**config.mk**
```make
export PLATFORM = sky130hd
export DESIGN_NAME = bin_to_seg7_seq
export DESIGN_NICKNAME = d
export VERILOG_FILES = /design/src/rtl/seg7_pkg.sv /design/src/rtl/seg7_encode.sv /design/src/rtl/bin_to_seg7_seq.sv
export SDC_FILE = /design/constraint.sdc
export NUM_CORES = 1
export LEC_CHECK = 0
export CAP_MARGIN = 5
export CORE_ASPECT_RATIO = 1.5
export CORE_UTILIZATION = 30
export CTS_CLUSTER_DIAMETER = 80
export DETAILED_ROUTE_END_ITERATION = 10
export HOLD_SLACK_MARGIN = 0.02
export PLACE_DENSITY_LB_ADDON = 0.05
export SETUP_SLACK_MARGIN = 0.1
export SLEW_MARGIN = 20
export SYNTH_ARGS = -nofsm -noshare
export SYNTH_HDL_FRONTEND = slang
export SYNTH_SLANG_ARGS = --single-unit
export TNS_END_PERCENT = 30
```
**constraint.sdc**
```tcl
create_clock -name clk -period 4.16 [get_ports clk]
set_input_delay 1.04 -clock clk [delete_from_list [all_inputs] [get_ports clk]]
set_output_delay 1.04 -clock clk [all_outputs]
set_load 0.03 [all_outputs]
```
**src/rtl/seg7_pkg.sv**
```systemverilog
// Shared definitions for the sequential binary-to-7-segment converter:
// glyph constants, FSM state type and the digit-to-glyph lookup.
package seg7_pkg;

  // Active-high glyphs, bit 6 = segment a ... bit 0 = segment g
  localparam logic [6:0] ZERO  = 7'b1111110;
  localparam logic [6:0] ONE   = 7'b0110000;
  localparam logic [6:0] TWO   = 7'b1101101;
  localparam logic [6:0] THREE = 7'b1111001;
  localparam logic [6:0] FOUR  = 7'b0110011;
  localparam logic [6:0] FIVE  = 7'b1011011;
  localparam logic [6:0] SIX   = 7'b1011111;
  localparam logic [6:0] SEVEN = 7'b1110000;
  localparam logic [6:0] EIGHT = 7'b1111111;
  localparam logic [6:0] NINE  = 7'b1111011;
  localparam logic [6:0] BLANK = 7'b0000000;
  localparam logic [6:0] DASH  = 7'b0000001;

  typedef enum logic [1:0] {
    IDLE   = 2'd0,
    SHIFT  = 2'd1,
    ENCODE = 2'd2
  } state_t;

  // Decimal digit to active-high glyph; non-decimal codes render blank
  function automatic logic [6:0] digit_to_seg(input logic [3:0] digit);
    logic [6:0] glyph;
    case (digit)
      4'd0:    glyph = ZERO;
      4'd1:    glyph = ONE;
      4'd2:    glyph = TWO;
      4'd3:    glyph = THREE;
      4'd4:    glyph = FOUR;
      4'd5:    glyph = FIVE;
      4'd6:    glyph = SIX;
      4'd7:    glyph = SEVEN;
      4'd8:    glyph = EIGHT;
      4'd9:    glyph = NINE;
      default: glyph = BLANK;
    endcase
    return glyph;
  endfunction

endpackage

```
**src/rtl/seg7_encode.sv**
```systemverilog
// Combinational glyph selection for one display position.
// Dash takes priority over blank, which takes priority over the digit.
module seg7_encode
  import seg7_pkg::*;
(
  input  logic [3:0] digit,
  input  logic       blank,
  input  logic       dash,
  input  logic       active_low,
  output logic [6:0] glyph
);

  logic [6:0] glyph_high;

  // Pick the active-high glyph, then apply the display polarity
  always_comb begin
    glyph_high = digit_to_seg(digit);
    if (dash) begin
      glyph_high = DASH;
    end else if (blank) begin
      glyph_high = BLANK;
    end
    glyph = active_low ? ~glyph_high : glyph_high;
  end

endmodule

```
**src/rtl/bin_to_seg7_seq.sv**
```systemverilog
// Multi-cycle binary-to-BCD converter (one double-dabble step per clock)
// driving DIGITS seven-segment displays plus a sign display. The displays
// are only updated on the single ENCODE cycle, so they never tear.
module bin_to_seg7_seq
  import seg7_pkg::*;
#(
  parameter int W          = 8,
  parameter int DIGITS     = 3,
  parameter int SIGNED     = 0,
  parameter int ACTIVE_LOW = 0,
  parameter int BLANK_LZ   = 1
) (
  input  logic                  clk,
  input  logic                  rst_n,
  input  logic                  en,
  input  logic [W-1:0]          bus,
  output logic                  busy,
  output logic                  done,
  output logic [7*DIGITS-1:0]   seg,
  output logic [6:0]            sign_seg,
  output logic                  ovf
);

  localparam int BW = 4 * DIGITS;
  localparam int CW = $clog2(W + 1);

  // Blank glyph as seen on the pins for the chosen polarity
  localparam logic [6:0] BLANK_PIN = (ACTIVE_LOW != 0) ? ~BLANK : BLANK;

  state_t state;
  state_t state_next;

  logic [BW-1:0]        bcd;
  logic [BW-1:0]        bcd_adj;
  logic [W-1:0]         mag;
  logic [W-1:0]         mag_in;
  logic [CW-1:0]        count;
  logic                 neg;
  logic                 bus_neg;
  logic                 ovf_flag;
  logic                 sign_dash;
  logic [DIGITS-1:0]    blank;
  logic [7*DIGITS-1:0]  seg_comb;
  logic [6:0]           sign_comb;

  // Magnitude of the incoming value; the most negative code maps to 2^(W-1)
  assign bus_neg = (SIGNED != 0) && bus[W-1];
  assign mag_in  = bus_neg ? (~bus + 1'b1) : bus;

  assign busy = (state != IDLE);

  // State register
  always_ff @(posedge clk or negedge rst_n) begin
    if (!rst_n) begin
      state <= IDLE;
    end else begin
      state <= state_next;
    end
  end

  // Next-state logic: W shift steps, then one encode cycle
  always_comb begin
    state_next = state;
    case (state)
      IDLE:    if (en) state_next = SHIFT;
      SHIFT:   if (count == CW'(1)) state_next = ENCODE;
      ENCODE:  state_next = IDLE;
      default: state_next = IDLE;
    endcase
  end

  genvar gi;
  generate
    for (gi = 0; gi < DIGITS; gi++) begin : g_digit
      // Add-3 correction so the following shift carries into the next digit
      assign bcd_adj[4*gi +: 4] = (bcd[4*gi +: 4] >= 4'd5) ?
                                  (bcd[4*gi +: 4] + 4'd3) : bcd[4*gi +: 4];

      // A digit is a leading zero when it and everything above it are zero;
      // the units digit is always shown
      if (gi == 0) begin : g_units
        assign blank[gi] = 1'b0;
      end else begin : g_upper
        assign blank[gi] = (BLANK_LZ != 0) && (bcd[BW-1:4*gi] == '0);
      end

      seg7_encode u_encode (
        .digit      (bcd[4*gi +: 4]),
        .blank      (blank[gi]),
        .dash       (ovf_flag),
        .active_low (ACTIVE_LOW != 0),
        .glyph      (seg_comb[7*gi +: 7])
      );
    end
  endgenerate

  // Sign display: minus only for a negative value that fits
  assign sign_dash = (SIGNED != 0) && neg && !ovf_flag;

  seg7_encode u_sign_encode (
    .digit      (4'hF),
    .blank      (1'b1),
    .dash       (sign_dash),
    .active_low (ACTIVE_LOW != 0),
    .glyph      (sign_comb)
  );

  // Conversion datapath: capture on start, shift-and-correct while in SHIFT
  always_ff @(posedge clk or negedge rst_n) begin
    if (!rst_n) begin
      bcd      <= '0;
      mag      <= '0;
      count    <= '0;
      neg      <= 1'b0;
      ovf_flag <= 1'b0;
    end else begin
      case (state)
        IDLE: begin
          if (en) begin
            bcd      <= '0;
            mag      <= mag_in;
            count    <= CW'(W);
            neg      <= bus_neg;
            ovf_flag <= 1'b0;
          end
        end
        SHIFT: begin
          {bcd, mag} <= {bcd_adj[BW-2:0], mag, 1'b0};
          count      <= count - CW'(1);
          if (bcd_adj[BW-1]) begin
            ovf_flag <= 1'b1;
          end
        end
        default: ;
      endcase
    end
  end

  // Output registers: updated only on ENCODE, held otherwise
  always_ff @(posedge clk or negedge rst_n) begin
    if (!rst_n) begin
      seg      <= {DIGITS{BLANK_PIN}};
      sign_seg <= BLANK_PIN;
      ovf      <= 1'b0;
      done     <= 1'b0;
    end else begin
      done <= 1'b0;
      if (state == ENCODE) begin
        seg      <= seg_comb;
        sign_seg <= sign_comb;
        ovf      <= ovf_flag;
        done     <= 1'b1;
      end
    end
  end

endmodule

```
# ---- Word level (Yosys, flattened, before mapping)
# Memory sizes are Yosys's and may differ from the RTL's.
# Index checks and enable logic that the tools add are counted.
# W data, S select, Z words.
dict set report op_classes {
  eq_ne 6
  n_mux 21
  magnitude_cmp 3
  addsub 4
  reduce_logical 8
}
# operator count
set op_table {}
lappend op_table {{$mux W7} 5}
lappend op_table {{$pmux W12 S2} 1}
lappend op_table {{$mux W4} 4}
lappend op_table {{$pmux W8 S2} 1}
lappend op_table {{$add A4 B2 Y4 const B} 3}
lappend op_table {{$ge A4 B3 Y1 const B} 3}
lappend op_table {{$mux W12} 1}
lappend op_table {{$logic_not A8 Y1} 1}
lappend op_table {{$mux W8} 1}
lappend op_table {{$pmux W4 S2} 1}
lappend op_table {{$ne A2 B2 Y1 const B} 3}
lappend op_table {{$eq A4 B1 Y1 const B} 1}
lappend op_table {{$logic_not A4 Y1} 1}
lappend op_table {{$mux W2} 2}
lappend op_table {{$pmux W2 S2} 1}
lappend op_table {{$reduce_and A2 Y1} 2}
lappend op_table {{$reduce_bool A2 Y1} 2}
lappend op_table {{$sub A4 B1 Y4 const B} 1}
lappend op_table {{$mux W1} 3}
lappend op_table {{$reduce_and A3 Y1} 1}
lappend op_table {{$eq A2 B1 Y1 const B} 1}
lappend op_table {{$eq A2 B2 Y1 const B} 1}
lappend op_table {{$logic_not A2 Y1} 1}
lappend op_table {{$pmux W1 S2} 1}
dict set report totals {
  reg_bits 50
  out_inout_bits 31
  input_bits 11
  word_cells 53
  mem_count 3
  romBits 336
}
# name words width read_ports rd_clocked_by_memory_dff write_ports line_no
set mem_list {}
lappend mem_list {{(name not given)} 16 7 1 0 0 seg7_pkg.sv:28} ;# case (digit)
lappend mem_list {{(name not given)} 16 7 1 0 0 seg7_pkg.sv:28}
lappend mem_list {{(name not given)} 16 7 1 0 0 seg7_pkg.sv:28}

# ---- Logic depth before layout (Yosys ltp)
# Gate-level depths: netlist of the first run.
dict set report depth {
  word_depth 4
  ltp_mapped 7
  mapped_depth_nobuf 7
}

# ---- Cells and area by module
# A second synthesis of the first run with hierarchy kept.
dict set report hier_totals {
  hier_cells 359
  area_unflattened_um2 3794.9
}
# module cells_per_inst n_inst area_per_inst_um2 seq_area_each_um2
set by_module_without_submodules {}
lappend by_module_without_submodules {bin_to_seg7_seq 219 1 2573.7 1426.4}
lappend by_module_without_submodules {seg7_encode 35 4 305.3 0.0}

# ---- Worst setup path after synthesis of the first run
# Ideal clock, no wire load.
dict set report synth_timing {
  kind {register -> output}
  start {register state[1]}
  end {output busy}
  t_arrival_ps 911
  required_ps 3120
  setup_slack_ps 2209
  stages_incl_launch_ff 3
  path_cell_list {dfrtp_1 > buf_4 > or2_2}
}
dict set report synth_via {
  elab_chain_cells 1
}
# element line_no
set synth_rtl {}
lappend synth_rtl {{start, declared} bin_to_seg7_seq.sv:30} ;# state_t state;
lappend synth_rtl {{start signal, assigned} bin_to_seg7_seq.sv:57} ;# state <= state_next;
lappend synth_rtl {{$reduce_bool A2 Y1} bin_to_seg7_seq.sv:50} ;# assign busy = (state != IDLE);
lappend synth_rtl {{end, declared} bin_to_seg7_seq.sv:17} ;# output logic busy,
# No other way between the ends.

# ---- Worst setup path in the final report of the first run
dict set report layout_timing {
  start {register state[0]}
  end {output busy}
}
# The elaborated chain is that of the path after synthesis.

==> impl_metrics.toml, run 1 <==
[critical_path]
cp.arrival_ns = 1.78
endpoint_kind = "output pin"
worst-endpoint-required_ns = 3.12
cpPeakStageDelay_ns = 0.59
path_class = "flip-flop to output pin"
crit_fanout = 15
slowest_stage = "clkdlybuf4s50_1"
start_kind = "flip-flop"
crit_chain = "or2_2, clkdlybuf4s50_1"

[job]
max_cap_violations = 0

[global_routing]
grt_pass1_wl_um = 10700
grt_usage_pct = 14.1
gr-total-overflow = 0
antenna_found_initial = 0
grt_pass1_vias = 2136
grt_max_degree = 36

[die]
die_h_um = 122
initial_utilization_pct = 30.9
die_x_um = 81.7
core.rowCount = 43
core_um2 = 9250
boundaryPins = 42
die_area_um2 = 9920

[status]
status = "completed"

[clock_tree]
post-cts-setup-buffers = 0
ctsHoldBuffers = 0
worstSkewPairLatency_ns = 0.29
root_buffer = "clkbuf_16"
clock_sinks = 50
cts_tree = "built"
htreeDepth = 2
cts_resized = 0
cts.path.max_buffers = 2
path_clk_slew_ns = 0.07
cts_inserted_buffers = 5

[synthesis]
ys_seq_area_share_pct = 43.8
netlist_top_cells_area = "dfrtp_1 (44%), ha_1 (8.3%), o21ai_0 (7.0%)"
yosysTopAreaCellShare_pct = 43.8
synthDistinctLibCells = 47
yosys_warnings = 0
syn-instance-count = 308
yosysTopAreaCell = "dfrtp_1"
ys_async_sr_fraction_pct = 100
synth_area_um2 = 2860
ys_ff_latch = 50
synth_edf_count = 0
syn_area_per_cell_um2 = 9.27
ys.flop_type = "dfrtp_1"

[final_layout]
areaGrowthSynthToFinish_pct = 17.5
fin_area_um2 = 3360
drive_above_1_share_pct = 5.97
final_util_pct = 36.3
num-nets-final = 364
regArea_um2 = 1250
diodes = 0
final_cell_count_no_fill = 447
multiInputGateArea_um2 = 1410
nFillCells = 984

[power_and_ir_drop]
p_switching_mw = 1.16
pwr-share-comb_pct = 49.1
p_int_mw = 1.50
swShare_pct = 43.7
p_leak_nw = 1.49
power_density_nw_per_um2 = 791
pwr-share-clk_pct = 15.7
sequentialPowerShare_pct = 35.3
vdd_drop_max_mv = 0.253

[routing]
drc_errors = 0
routed_via_density = 4.84
wirelength_um = 6240
wl_per_cell_um = 14.0
vias = 2165
firstDrtPassIters = 4
initialDrtViolationCount = 96
antenna_left = 0

[timing]
rsz0062_at_grt = "false"
skew_ns = 0.00843
setup_violations = 0
period_minus_slack_ns = 2.82
finalHoldViolCount = 0
fin_crit_sh_pct = 67.8
slew_headroom_pct = 46.3
worst_pin_slew_ns = 0.806
slew_viol_final = 0
tns_ns = 0
max_freq_ghz = 0.354
setup_slack_ns = 1.34

[placement]
dp_hpwl_um = 4500
gp_congestion = 0.760
dpl_cell_area_um2 = 3210
buffer_ports.inserted = 34
dp_slack_ns = 1.54
placed_cells = 439

[worst_hold_path]
hold_class = "flip-flop to flip-flop"
[worst max-delay path, delay by kind of cell, from the launching register on]
kind,cells,cell delay [ns]
and+or+nand+nor,1,0.36
DFF,1,0.53
buffers and inverters,1,0.59
[cells in the mapped netlist (2+ instances only)]
cell and number:
a21oi_1 20, a22o_1 3, a22oi_1 5, a31oi_1 2, and2b_1 7, buf_2 6, buf_4 11, buf_6 2
clkbuf_1 3, dfrtp_1 50, ha_1 19, inv_1 15, mux2i_1 4, nand2_1 39, nand2b_1 9, nand3_1 2
nand3b_1 2, nor2_1 14, nor2b_1 4, nor3_1 5, nor3b_1 4, o21ai_0 40, o21ai_1 4, o21bai_1 3
o22ai_1 8, o31ai_1 3, xnor2_1 4
[per-layer routing]
layer | vias up | GRT usage [%] | wire, um
met5 | - | 0 | 0
met4 | 0 | 4.61 | 94
met3 | 6 | 2.48 | 190
met2 | 38 | 23.6 | 3130
met1 | 1022 | 18.1 | 2830
li1 | 1099 | - | -
[sequential cells by signal (all words and copies together) (netlist names)]
name	count
count	4
bcd	12
done	1
ovf_flag	1
ovf	1
state	2
seg	21
mag	8
[power groups by stage]
stage | clock network (mW) | logic [mW] | registers, mW
after CTS | 0.429 | 1.32 | 0.941
final | 0.416 | 1.30 | 0.937
after floorplan | 0 | 0.901 | 0.985
after global placement | 0 | 1.31 | 0.946
after detailed placement | 0 | 1.32 | 0.950
after global routing | 0.452 | 1.47 | 0.983
[stage by stage]
| step | hold slack, ns | power (mW) |
|---|---|---|
| finish | 0.469 | 2.66 |
| global route | 0.502 | 2.91 |
| CTS | 0.476 | 2.69 |
| detailed placement | 0.460 | 2.27 |
| global placement | 0.453 | 2.26 |
| floorplan | 0.448 | 1.89 |
[layout make-up]
cell class,instances,share of cell area [%]
Tap cell,112,4.17
Sequential cell,50,37.3
Multi-Input combinational cell,225,41.9
Clock inverter,1,0.149
Timing Repair Buffer,36,10.4
Inverter,16,1.79
Clock buffer,7,4.25
[cells in the final DEF, fill, tap and decap left out, types with 2 or more instances in the layout]
master,Yosys,layout
a21oi_1,20,20
a22o_1,3,3
a22oi_1,5,5
a31oi_1,2,2
and2b_1,7,7
buf_4,11,2
clkbuf_16,0,5
clkdlybuf4s50_1,0,33
conb_1,1,7
dfrtp_1,50,50
ha_1,19,19
inv_1,15,15
mux2i_1,4,4
nand2_1,39,39
nand2b_1,9,9
nand3_1,2,2
nand3b_1,2,2
nor2_1,14,14
nor2b_1,4,4
nor3_1,5,5
nor3b_1,4,4
o21ai_0,40,40
o21ai_1,4,4
o21bai_1,3,3
o22ai_1,8,8
o31ai_1,3,3
xnor2_1,4,4
[final timing paths]
kind / from / endpoint / slack, ns / cells after the start
max in group asynchronous: rst_n / bcd[11] / 2.59 / 2
worst max-delay path: state[0] / busy / 1.34 / 2
worst max register to register: bcd[1] / bcd[2] / 2.37 / 6
worst min-delay path: seg[15] / seg[15] / 0.47 / 2
worst min register to register: seg[15] / seg[15] / 0.47 / 2
min in group asynchronous: rst_n / seg[15] / 0.84 / 1
[cell families after synthesis]
| group | count (synthesis) | synth area share (%) |
|---|---|---|
| AO/OA/AOI/OAI | 95 | 20.0 |
| AND/OR/NAND/NOR | 95 | 17.0 |
| flip-flops | 50 | 43.8 |
| buffers and inverters | 39 | 7.71 |
| adder cells (fa/ha/maj) | 19 | 8.32 |
| multiplexers | 5 | 1.80 |
| XOR/XNOR | 4 | 1.23 |
| other | 1 | 0.131 |
Note: power is estimated with default switching activity, not from simulation.
==> run 2, diff against run 1 <==
- clock period: 4.16 -> 2.5 ns (I/O delays scaled with it)
==> impl_metrics.toml, run 2 (same netlist as run 1, synthesis figures left out) <==
[status]
status = "completed"

[placement]
buffer_ports.inserted = 34
dp_hpwl_um = 4590
dp_slack_ns = 0.398
placed_cells = 442
gp_congestion = 0.745

[final_layout]
largest_register = "seg"
multiInputGateArea_um2 = 1410
regArea_um2 = 1250
mostFrequentLayoutCell = "dfrtp_1"
nFillCells = 982
drive_above_1_share_pct = 7.10
num-nets-final = 367
areaGrowthSynthToFinish_pct = 19.4
final_cell_count_no_fill = 450
diodes = 0
largest_register_ffs = 21
layout_common_cells = "dfrtp_1 (50), o21ai_0 (40), nand2_1 (39)"
top_regs = "seg: 21 flops, bcd: 12 flops, mag: 8 flops"

[critical_path]
cp.arrival_ns = 1.55
path_class = "flip-flop to output pin"
crit_fanout = 2
worst-endpoint-required_ns = 1.88
rrSetupSlack_ns = 0.75
r2r-start = "bcd[1]"
r2r_cells = 6
start_kind = "flip-flop"
rr_endpoint = "bcd[2]"
endpoint_kind = "output pin"

[clock_tree]
cts_inserted_buffers = 5
post-cts-setup-buffers = 0
worstSkewPairLatency_ns = 0.29
cts_tree = "built"
htreeDepth = 2
cts_resized = 0
ctsHoldBuffers = 0
cts.path.max_buffers = 2
root_buffer = "clkbuf_16"
path_clk_slew_ns = 0.06
clock_sinks = 50

[routing]
drc_errors = 0
firstDrtPassIters = 4
antenna_left = 0
vias = 2146
routed_via_density = 4.77
wirelength_um = 6340
initialDrtViolationCount = 99
wl_per_cell_um = 14.1

[timing]
worst_pin_slew_ns = 0.616
skew_ns = 0.00684
tns_ns = 0
max_freq_ghz = 0.459
slew_headroom_pct = 59.0
rsz0062_at_grt = "false"
period_minus_slack_ns = 2.18
fin_crit_sh_pct = 87.2
setup_slack_ns = 0.320
finalHoldViolCount = 0
slew_viol_final = 0
setup_violations = 0

[global_routing]
grt_pass1_wl_um = 10900
antenna_found_initial = 0
gr-total-overflow = 0
grt_max_degree = 28
grt_usage_pct = 14.4
grt_pass1_vias = 2090

[die]
core.rowCount = 43
die_x_um = 81.7
die_h_um = 122
boundaryPins = 42
die_area_um2 = 9920
initial_utilization_pct = 30.9
core_um2 = 9250

[worst_hold_path]
hold_class = "input pin to asynchronous set/reset pin"

[power_and_ir_drop]
power_mw = 4.53
power_density_nw_per_um2 = 1330
vdd_drop_max_mv = 0.505
p_leak_nw = 1.52

[job]
max_cap_violations = 0
## run 2: changes by cell type in the layout (fill, tap and decap cells not counted), sizes merged
cell    previous run  this run
buf                3         6
bufinv             0         1
clkinv             1         2
clkbuf             7         5
## run 2: where the power goes
group	total (mW)	leakage (nW)	internal, mW	switching (mW)
sequential	1.52	0.652	1.14	0.373
clock	0.772	0.0836	0.469	0.303
combinational	2.24	0.780	0.973	1.26
## run 2: area by class of cell
class | instances | share of cell area (%)
Multi-Input combinational cell | 225 | 41.3
Sequential cell | 50 | 36.7
Timing Repair Buffer | 39 | 11.3
Tap cell | 112 | 4.11
Clock buffer | 5 | 3.67
Inverter | 16 | 1.76
Clock inverter | 3 | 1.17
## run 2: worst max path at each step
| stage | startpoint | depth (start not counted) | end | slack, ns |
|---|---|---|---|---|
| after detailed placement | en | 4 | bcd[2] | 0.40 |
| after CTS | state[0] | 2 | busy | 0.29 |
| after floorplan | state[1] | 2 | busy | 0.96 |
| after global placement | en | 4 | bcd[2] | 0.40 |
| after global routing | state[0] | 2 | busy | 0.26 |
| final | state[0] | 2 | busy | 0.32 |
## run 2: through the flow
| step | area, um2 | hold slack [ns] | util, % |
|---|---|---|---|
| 3_5_place_dp | 3240 | 0.468 | 35.1 |
| 5_1_grt | 3410 | 0.384 | 36.8 |
| 6_report | 3410 | 0.344 | 36.8 |
| 2_1_floorplan | 2880 | 0.329 | - |
| 4_1_cts | 3410 | 0.357 | 36.8 |
| 3_3_place_gp | 3240 | 0.455 | 35.1 |
## run 2: worst max-delay path: stages (launching register included)
cell and delay (ns):
dfrtp_1 0.37, or2_2 0.29, clkdlybuf4s50_1 0.60
## run 2: metal layers
metal / global-route usage, % / routed length (um)
met4: 5.26 / 103
met2: 23.3 / 3100
met3: 2.48 / 158
met1: 19.0 / 2980
met5: 0 / 0
